File: src/rtl/bellek_hakem_if.sv
// Bus bundle between the two memory requesters, the arbiter and the single-port memory.
// The master side drives the requests and the memory read data; the slave side is the arbiter.
interface bellek_hakem_if #(
   parameter int ADRES_BIT = 32,
   parameter int VERI_BIT  = 32
);
   logic                 istek0;
   logic                 istek1;
   logic [ADRES_BIT-1:0] adres0;
   logic [ADRES_BIT-1:0] adres1;
   logic                 yaz0;
   logic                 yaz1;
   logic [VERI_BIT-1:0]  yaz_veri0;
   logic [VERI_BIT-1:0]  yaz_veri1;
   logic                 kabul0;
   logic                 kabul1;
   logic                 yanit0;
   logic                 yanit1;
   logic [VERI_BIT-1:0]  oku_veri;
   logic [ADRES_BIT-1:0] bellek_adres;
   logic                 bellek_yaz;
   logic [VERI_BIT-1:0]  bellek_yaz_veri;
   logic [VERI_BIT-1:0]  bellek_oku_veri;
   logic                 mesgul;

   modport master (
      output istek0, istek1, adres0, adres1, yaz0, yaz1, yaz_veri0, yaz_veri1,
      output bellek_oku_veri,
      input  kabul0, kabul1, yanit0, yanit1, oku_veri,
      input  bellek_adres, bellek_yaz, bellek_yaz_veri, mesgul
   );

   modport slave (
      input  istek0, istek1, adres0, adres1, yaz0, yaz1, yaz_veri0, yaz_veri1,
      input  bellek_oku_veri,
      output kabul0, kabul1, yanit0, yanit1, oku_veri,
      output bellek_adres, bellek_yaz, bellek_yaz_veri, mesgul
   );
endinterface

File: src/rtl/bellek_hakem.sv
// Two-requester round-robin arbiter for a single-port memory with a registered read.
// One transaction every three cycles: grant, memory access, response pulse.
module bellek_hakem #(
   parameter int                   ADRES_BIT = 32,
   parameter int                   VERI_BIT  = 32,
   parameter logic [ADRES_BIT-1:0] RST_ADRES = 32'h8000_0000
) (
   input  logic          clk,
   input  logic          rst_n,
   bellek_hakem_if.slave bus
);
   typedef enum logic [1:0] {
      BOS    = 2'd0,
      ERISIM = 2'd1,
      YANIT  = 2'd2
   } durum_t;

   durum_t               r_durum,     w_durum_next;
   logic                 r_oncelik,   w_oncelik_next;
   logic                 r_secilen,   w_secilen_next;
   logic                 r_yaz_islem, w_yaz_islem_next;
   logic [ADRES_BIT-1:0] r_adres,     w_adres_next;
   logic                 r_yaz,       w_yaz_next;
   logic [VERI_BIT-1:0]  r_yaz_veri,  w_yaz_veri_next;
   logic [VERI_BIT-1:0]  r_oku_veri,  w_oku_veri_next;
   logic                 r_kabul0,    w_kabul0_next;
   logic                 r_kabul1,    w_kabul1_next;
   logic                 r_yanit0,    w_yanit0_next;
   logic                 r_yanit1,    w_yanit1_next;
   logic                 w_kazanan;

   // Contention is resolved by the pointer; a lone requester always wins.
   assign w_kazanan = (bus.istek0 && bus.istek1) ? r_oncelik : bus.istek1;

   always_comb begin
      w_durum_next     = r_durum;
      w_oncelik_next   = r_oncelik;
      w_secilen_next   = r_secilen;
      w_yaz_islem_next = r_yaz_islem;
      w_adres_next     = r_adres;
      w_yaz_next       = r_yaz;
      w_yaz_veri_next  = r_yaz_veri;
      w_oku_veri_next  = r_oku_veri;
      w_kabul0_next    = 1'b0;
      w_kabul1_next    = 1'b0;
      w_yanit0_next    = 1'b0;
      w_yanit1_next    = 1'b0;

      case (r_durum)
         BOS: begin
            if (bus.istek0 || bus.istek1) begin
               w_adres_next     = w_kazanan ? bus.adres1    : bus.adres0;
               w_yaz_next       = w_kazanan ? bus.yaz1      : bus.yaz0;
               w_yaz_veri_next  = w_kazanan ? bus.yaz_veri1 : bus.yaz_veri0;
               w_yaz_islem_next = w_kazanan ? bus.yaz1      : bus.yaz0;
               w_kabul0_next    = ~w_kazanan;
               w_kabul1_next    = w_kazanan;
               w_secilen_next   = w_kazanan;
               w_oncelik_next   = ~w_kazanan;
               w_durum_next     = ERISIM;
            end
         end
         ERISIM: begin
            w_yaz_next   = 1'b0;
            w_durum_next = YANIT;
         end
         YANIT: begin
            // Registered memory read: data for the ERISIM address is on the bus now.
            if (!r_yaz_islem) begin
               w_oku_veri_next = bus.bellek_oku_veri;
            end
            w_yanit0_next = ~r_secilen;
            w_yanit1_next = r_secilen;
            w_durum_next  = BOS;
         end
         default: begin
            w_yaz_next   = 1'b0;
            w_durum_next = BOS;
         end
      endcase
   end

   always_ff @(posedge clk or negedge rst_n) begin
      if (!rst_n) begin
         r_durum     <= BOS;
         r_oncelik   <= 1'b0;
         r_secilen   <= 1'b0;
         r_yaz_islem <= 1'b0;
         r_adres     <= RST_ADRES;
         r_yaz       <= 1'b0;
         r_yaz_veri  <= '0;
         r_oku_veri  <= '0;
         r_kabul0    <= 1'b0;
         r_kabul1    <= 1'b0;
         r_yanit0    <= 1'b0;
         r_yanit1    <= 1'b0;
      end else begin
         r_durum     <= w_durum_next;
         r_oncelik   <= w_oncelik_next;
         r_secilen   <= w_secilen_next;
         r_yaz_islem <= w_yaz_islem_next;
         r_adres     <= w_adres_next;
         r_yaz       <= w_yaz_next;
         r_yaz_veri  <= w_yaz_veri_next;
         r_oku_veri  <= w_oku_veri_next;
         r_kabul0    <= w_kabul0_next;
         r_kabul1    <= w_kabul1_next;
         r_yanit0    <= w_yanit0_next;
         r_yanit1    <= w_yanit1_next;
      end
   end

   assign bus.kabul0          = r_kabul0;
   assign bus.kabul1          = r_kabul1;
   assign bus.yanit0          = r_yanit0;
   assign bus.yanit1          = r_yanit1;
   assign bus.oku_veri        = r_oku_veri;
   assign bus.bellek_adres    = r_adres;
   assign bus.bellek_yaz      = r_yaz;
   assign bus.bellek_yaz_veri = r_yaz_veri;
   assign bus.mesgul          = (r_durum != BOS);
endmodule

File: src/flat_wrapper.sv
// flat-port wrapper written by rule: the top's interface ports become plain ports
module bellek_hakem_flat 
#(
   parameter int                   ADRES_BIT = 32,
   parameter int                   VERI_BIT  = 32,
   parameter logic [ADRES_BIT-1:0] RST_ADRES = 32'h8000_0000
)
  (clk, rst_n, bus_istek0, bus_istek1, bus_adres0, bus_adres1, bus_yaz0, bus_yaz1, bus_yaz_veri0, bus_yaz_veri1, bus_bellek_oku_veri, bus_kabul0, bus_kabul1, bus_yanit0, bus_yanit1, bus_oku_veri, bus_bellek_adres, bus_bellek_yaz, bus_bellek_yaz_veri, bus_mesgul);
  bellek_hakem_if #(.ADRES_BIT(ADRES_BIT), .VERI_BIT(VERI_BIT)) bus_i ();
  input  logic clk;
  input  logic rst_n;
  input wire logic [$bits(bus_i.istek0)-1:0] bus_istek0;
  input wire logic [$bits(bus_i.istek1)-1:0] bus_istek1;
  input wire logic [$bits(bus_i.adres0)-1:0] bus_adres0;
  input wire logic [$bits(bus_i.adres1)-1:0] bus_adres1;
  input wire logic [$bits(bus_i.yaz0)-1:0] bus_yaz0;
  input wire logic [$bits(bus_i.yaz1)-1:0] bus_yaz1;
  input wire logic [$bits(bus_i.yaz_veri0)-1:0] bus_yaz_veri0;
  input wire logic [$bits(bus_i.yaz_veri1)-1:0] bus_yaz_veri1;
  input wire logic [$bits(bus_i.bellek_oku_veri)-1:0] bus_bellek_oku_veri;
  output wire logic [$bits(bus_i.kabul0)-1:0] bus_kabul0;
  output wire logic [$bits(bus_i.kabul1)-1:0] bus_kabul1;
  output wire logic [$bits(bus_i.yanit0)-1:0] bus_yanit0;
  output wire logic [$bits(bus_i.yanit1)-1:0] bus_yanit1;
  output wire logic [$bits(bus_i.oku_veri)-1:0] bus_oku_veri;
  output wire logic [$bits(bus_i.bellek_adres)-1:0] bus_bellek_adres;
  output wire logic [$bits(bus_i.bellek_yaz)-1:0] bus_bellek_yaz;
  output wire logic [$bits(bus_i.bellek_yaz_veri)-1:0] bus_bellek_yaz_veri;
  output wire logic [$bits(bus_i.mesgul)-1:0] bus_mesgul;
  assign bus_i.istek0 = bus_istek0;
  assign bus_i.istek1 = bus_istek1;
  assign bus_i.adres0 = bus_adres0;
  assign bus_i.adres1 = bus_adres1;
  assign bus_i.yaz0 = bus_yaz0;
  assign bus_i.yaz1 = bus_yaz1;
  assign bus_i.yaz_veri0 = bus_yaz_veri0;
  assign bus_i.yaz_veri1 = bus_yaz_veri1;
  assign bus_i.bellek_oku_veri = bus_bellek_oku_veri;
  assign bus_kabul0 = bus_i.kabul0;
  assign bus_kabul1 = bus_i.kabul1;
  assign bus_yanit0 = bus_i.yanit0;
  assign bus_yanit1 = bus_i.yanit1;
  assign bus_oku_veri = bus_i.oku_veri;
  assign bus_bellek_adres = bus_i.bellek_adres;
  assign bus_bellek_yaz = bus_i.bellek_yaz;
  assign bus_bellek_yaz_veri = bus_i.bellek_yaz_veri;
  assign bus_mesgul = bus_i.mesgul;
  bellek_hakem #(.ADRES_BIT(ADRES_BIT), .VERI_BIT(VERI_BIT), .RST_ADRES(RST_ADRES)) u_core (.clk(clk), .rst_n(rst_n), .bus(bus_i));
endmodule
File: config.mk
export PLATFORM = sky130hd
export DESIGN_NAME = bellek_hakem_flat
export DESIGN_NICKNAME = d
export VERILOG_FILES = /design/src/rtl/bellek_hakem_if.sv /design/src/rtl/bellek_hakem.sv /design/src/flat_wrapper.sv
export SDC_FILE = /design/constraint.sdc
export NUM_CORES = 1
export LEC_CHECK = 0
export BUFFER_PORTS_ARGS = -buffer_cell sky130_fd_sc_hd__buf_4
export CAP_MARGIN = 20
export CORE_AREA = 4 4 109 111
export CTS_BUF_LIST = sky130_fd_sc_hd__clkbuf_16
export CTS_CLUSTER_DIAMETER = 120
export CTS_CLUSTER_SIZE = 14
export DETAILED_ROUTE_END_ITERATION = 7
export DIE_AREA = 0 0 113 115
export GPL_ROUTABILITY_DRIVEN = 1
export GPL_TIMING_DRIVEN = 0
export PLACE_DENSITY_LB_ADDON = 0.1
export REMOVE_ABC_BUFFERS = 1
export SLEW_MARGIN = 0
export SYNTH_ARGS = -nofsm -noshare
export SYNTH_HDL_FRONTEND = slang
export SYNTH_SLANG_ARGS = --single-unit
export TNS_END_PERCENT = 5
File: constraint.sdc
create_clock -name clk -period 1.5 [get_ports clk]
set_input_delay 0.225 -clock clk [delete_from_list [all_inputs] [get_ports clk]]
set_output_delay 0.225 -clock clk [all_outputs]
set_load 0.01 [all_outputs]
### After elaboration in Yosys (flattened, before gate mapping)

Index checks and enable logic that the tools add are counted.

| cells by class | value |
|---|---|
| equality and inequality tests | 3 |
| muxes and demuxes | 14 |
| reduce and logical (&&, ||, !) cells | 7 |
| bitwise gates (word level) | 4 |

Operator list:

| cell | count |
|---|---|
| $mux W32 | 2 |
| $mux W1 | 9 |
| $reduce_and A2 Y1 | 3 |
| $not A1 Y1 | 4 |
| $pmux W2 S2 | 1 |
| $eq A2 B1 Y1 const B | 1 |
| $eq A2 B2 Y1 const B | 1 |
| $logic_not A2 Y1 | 1 |
| $mux W2 | 1 |
| $ne A2 B1 Y1 const B | 1 |
| $pmux W1 S2 | 1 |
| $reduce_bool A2 Y1 | 1 |
| $logic_and A1 B1 Y1 | 1 |
| $logic_or A1 B1 Y1 | 1 |

| word-level totals | value |
|---|---|
| register bits after elaboration | 106 |
| output and inout bits | 102 |
| logic and storage cells | 40 |
| input port bits | 166 |

### Depth between registers and ports, before layout

| logic depth | value |
|---|---|
| depth after elaboration | 5 |
| depth in mapped cells | 7 |
| mapped depth without buffers | 4 |

### Worst setup path before layout

Ideal clock, no wire load.

| timing path | value |
|---|---|
| kind | register -> register |
| start point | register u_core.r_durum[0] |
| end point | register u_core.r_oku_veri[15] (netlist: u_core.bus.oku_veri[15]) |
| path buffers | 1 |
| clock period less this slack | 1.377 ns |
| data arrival time | 1.252 ns |
| setup slack | 0.123 ns |
| data required time | 1.375 ns |
| stages on the path, launching flop included | 5 |
| library setup time | 0.125 ns |
| path through | dfrtp_1 nand2b_1 nor2_2 buf_4 mux2_2 |

| on the way | value |
|---|---|
| longest elaborated chain between the ends | 2 |

Ends and longest elaborated chain:

| element | line | source |
|---|---|---|
| start, declared | bellek_hakem.sv:18 | `durum_t r_durum, w_durum_next;` |
| start signal, assigned | bellek_hakem.sv:98 | `r_durum <= w_durum_next;` |
| $eq A2 B2 Y1 | bellek_hakem.sv:49 | `case (r_durum)` |
| $reduce_and A2 Y1 (no source line) | - |  |
| end signal, assigned | bellek_hakem.sv:105 | `r_oku_veri <= w_oku_veri_next;` |
| end, declared | bellek_hakem.sv:25 | `logic [VERI_BIT-1:0] r_oku_veri, w_oku_veri_next;` |

No other way between the ends.
A chain may end at the register's enable or synchronous reset.

### Final worst setup path

| timing path | value |
|---|---|
| start point | register u_core.r_durum[0] |
| end point | register u_core.r_oku_veri[17] (netlist: u_core.bus.oku_veri[17]) |

Same word-level chain as after synthesis.

==> metrics.txt <==
Least-Margin Pin Slew 679 ps; CP Data Required Time between 1500 and 2000 ps; count leader, synth dfrtp_1; CTS root buf clkbuf_16; post-synth cell types 27; status finished, final reports clean; Avg WL per Cell approximately 20 um; synth cell count leaders 105 x dfrtp_1, 66 x a21oi_1, 65 x a31oi_1, 65 x nand3_1, 59 x o21ai_0; Clk pin slew, worst setup/hold paths about 70 ps; synth top area cells dfrtp_1 55%, a31oi_1 8.5%, mux2_2 7.3%; Seq pwr share 0.334; 1st-iter DRT viols ~320; vias per inst around 5.7; Ports 268; post-DP HPWL 11000 um; H-tree levels 3; Max Cap Viol 0; CP max-delay cell dfrtp_2; syn avg cell area around 10 um2; Area Growth Syn to Fin 55.9%; final net count 900; GR Util All Layers 0.263; CP peak stage delay 440 ps; Int Pwr 0.00955 W; count of final setup violators 0; deepest clock path buffer count 2; logic gate share of total power 0.521; pre-CTS setup slack -1290 ps; chip height 115 um; Worst setup SP type flip-flop; worst-path fanout max 5; Setup TNS 0 ps; Clock Skew 8.17 ps; final core occ 0.693; FFs w/ async S/R, synth 1.00; LEAKAGE approximately 3.4 nW; Psw approximately 0.0058 W; Mapped Area 4800 um2; kind of cell adding the most delay to the critical path flip-flops; remaining antenna violation count 0; leading area contributor after synthesis dfrtp_1; P per Cell Area 2050 nW/um2; Peak Freq 670 MHz; Clock Latency Late Sink 340 ps; Yosys warning count 0; number of synthesized flops with an enable pin 0; Tcrit/Tclk final 0.994; TritonCTS clock tree built; first-pass detailed-route iteration total 5; total wire length 18100 um; num rows 38; gp weighted congestion 0.772; number of hold violations in the final report 0; core area 10800 um2; nature of the critical path endpoint flip-flop; Initial Util 0.445; post-synth top area share 0.547; clock sinks 106; die area 13000 um2; fill count 850; Multi-input gate area between 1500 and 2000 um2; initial antenna violation count 0; Num CTS Buffers 9; Bufs and invs on worst path 1; GRT Residual Overflow 0; I/O Buffers around 270; fraction of layout cells with a size suffix above 1 0.486; die width around 110 um; VDD IR-drop max 0.00109 V; diode count 0; final setup margin 8.45 ps; Reg area 2660 um2; Gate Count Post-Synth 477; Net Sw Frac 0.379; Tmin final 1490 ps; RSZ-0062 raised after global routing yes; Crit Path Class flip-flop to flip-flop; via count 5013; Slew HR 0.547; # DRC 0; Post-DP Area 6840 um2; vias in the first global route roughly 4.9k; largest net degree at the start of global routing 74; FF+latch count, synth 106; Clock power frac 0.145; fin. max-slew vios 0; Synth Flop Type dfrtp_1; Post-Layout Inst Area 7480 um2; sequential-to-total area share from yosys stat 0.553; first-pass GRT wire length 26700 um; crit path DAT 1720 ps; critical-path cell list nand2b_4, nor2_4, clkbuf_16, mux2_2; total power 0.0154 W; type of the worst min-delay path input port to flip-flop
layout make-up:
| cell class | instances | area share |
|---|---|---|
| inverters | 4 | 0.00452 |
| clock buffers | 9 | 0.0301 |
| multi-input cells | 318 | 0.258 |
| flip-flops and latches | 106 | 0.355 |
| clock inverters | 7 | 0.00702 |
| well taps | 140 | 0.0234 |
| repair buffers | 295 | 0.322 |
repair_timing:
item	CTS	global route
endpoints found under the setup margin	104	86
hold buffers	1	0
gates cloned	6	4
buffers inserted	11	5
endpoints found under the hold margin	48	0
pin swaps	3	2
gates resized for setup	14	9
power groups by stage:
stage,Clock [W],Combinational (W),Sequential [W]
2_1_floorplan,0,0.00257,0.00571
3_3_place_gp,0,0.00610,0.00500
3_5_place_dp,0,0.00696,0.00512
4_1_cts,0.00227,0.00770,0.00511
5_1_grt,0.00240,0.00861,0.00531
6_report,0.00223,0.00800,0.00513
sequential cells by signal (all words and copies together) (netlist names):
signal                      count
u_core.bus.oku_veri            32
u_core.r_oncelik                1
u_core.bus.kabul1               1
u_core.r_secilen                1
u_core.bus.bellek_yaz_veri     32
u_core.bus.yanit0               1
u_core.bus.yanit1               1
u_core.bus.kabul0               1
u_core.bus.bellek_yaz           1
u_core.bus.bellek_adres        32
u_core.r_yaz_islem              1
u_core.r_durum                  2
routing by layer:
metal,routed length (um),share of wire,track usage,vias up
met3,1940,0.11,0.0768,52
met4,736,0.041,0.131,0
met5,0,0,0,-
li1,-,-,-,2290
met1,6670,0.37,0.332,2384
met2,8740,0.48,0.415,287
cells by family after synthesis:
kind of cell           after synthesis  share of synthesized area
DFF                                106                      0.553
and+or+nand+nor                     80                     0.0855
buffers and inverters               58                     0.0594
AOI/OAI and AO/OA                  201                      0.227
muxes                               32                     0.0751
per-stage QoR:
stage	cells	hold WS, ps
after floorplan	423	-70.6
after detailed placement	836	303
final	879	100
after CTS	870	93.4
after global placement	830	411
after global routing	879	101
final timing paths:
path / slack, ps / depth (start not counted) / endpoint / start
max: 8 / 4 / u_core.bus.oku_veri[17] / u_core.r_durum[0]
min reg2reg: 430 / 1 / u_core.bus.yanit0 / u_core.r_secilen
min in group asynchronous: 450 / 2 / u_core.bus.oku_veri[18] / rst_n
max reg2reg: 8 / 4 / u_core.bus.oku_veri[17] / u_core.r_durum[0]
max in group asynchronous: 320 / 3 / u_core.r_durum[1] / rst_n
min: 100 / 2 / u_core.bus.oku_veri[14] / bus_bellek_oku_veri[14]
cell usage in the layout (no fill, tap or decap), types with 3 or more instances in the layout:
cell type	netlist	final
a31oi_1	65	65
buf_4	5	280
buf_6	4	3
clkinvlp_4	0	4
mux2_2	31	31
a21oi_1	66	66
nor2_4	0	3
o21ai_1	9	9
buf_12	0	4
buf_16	0	3
dfrtp_1	105	103
nand3_1	65	65
o21ai_0	59	59
nor2_1	4	4
clkbuf_16	0	11
(Power assumes the default switching activity.)
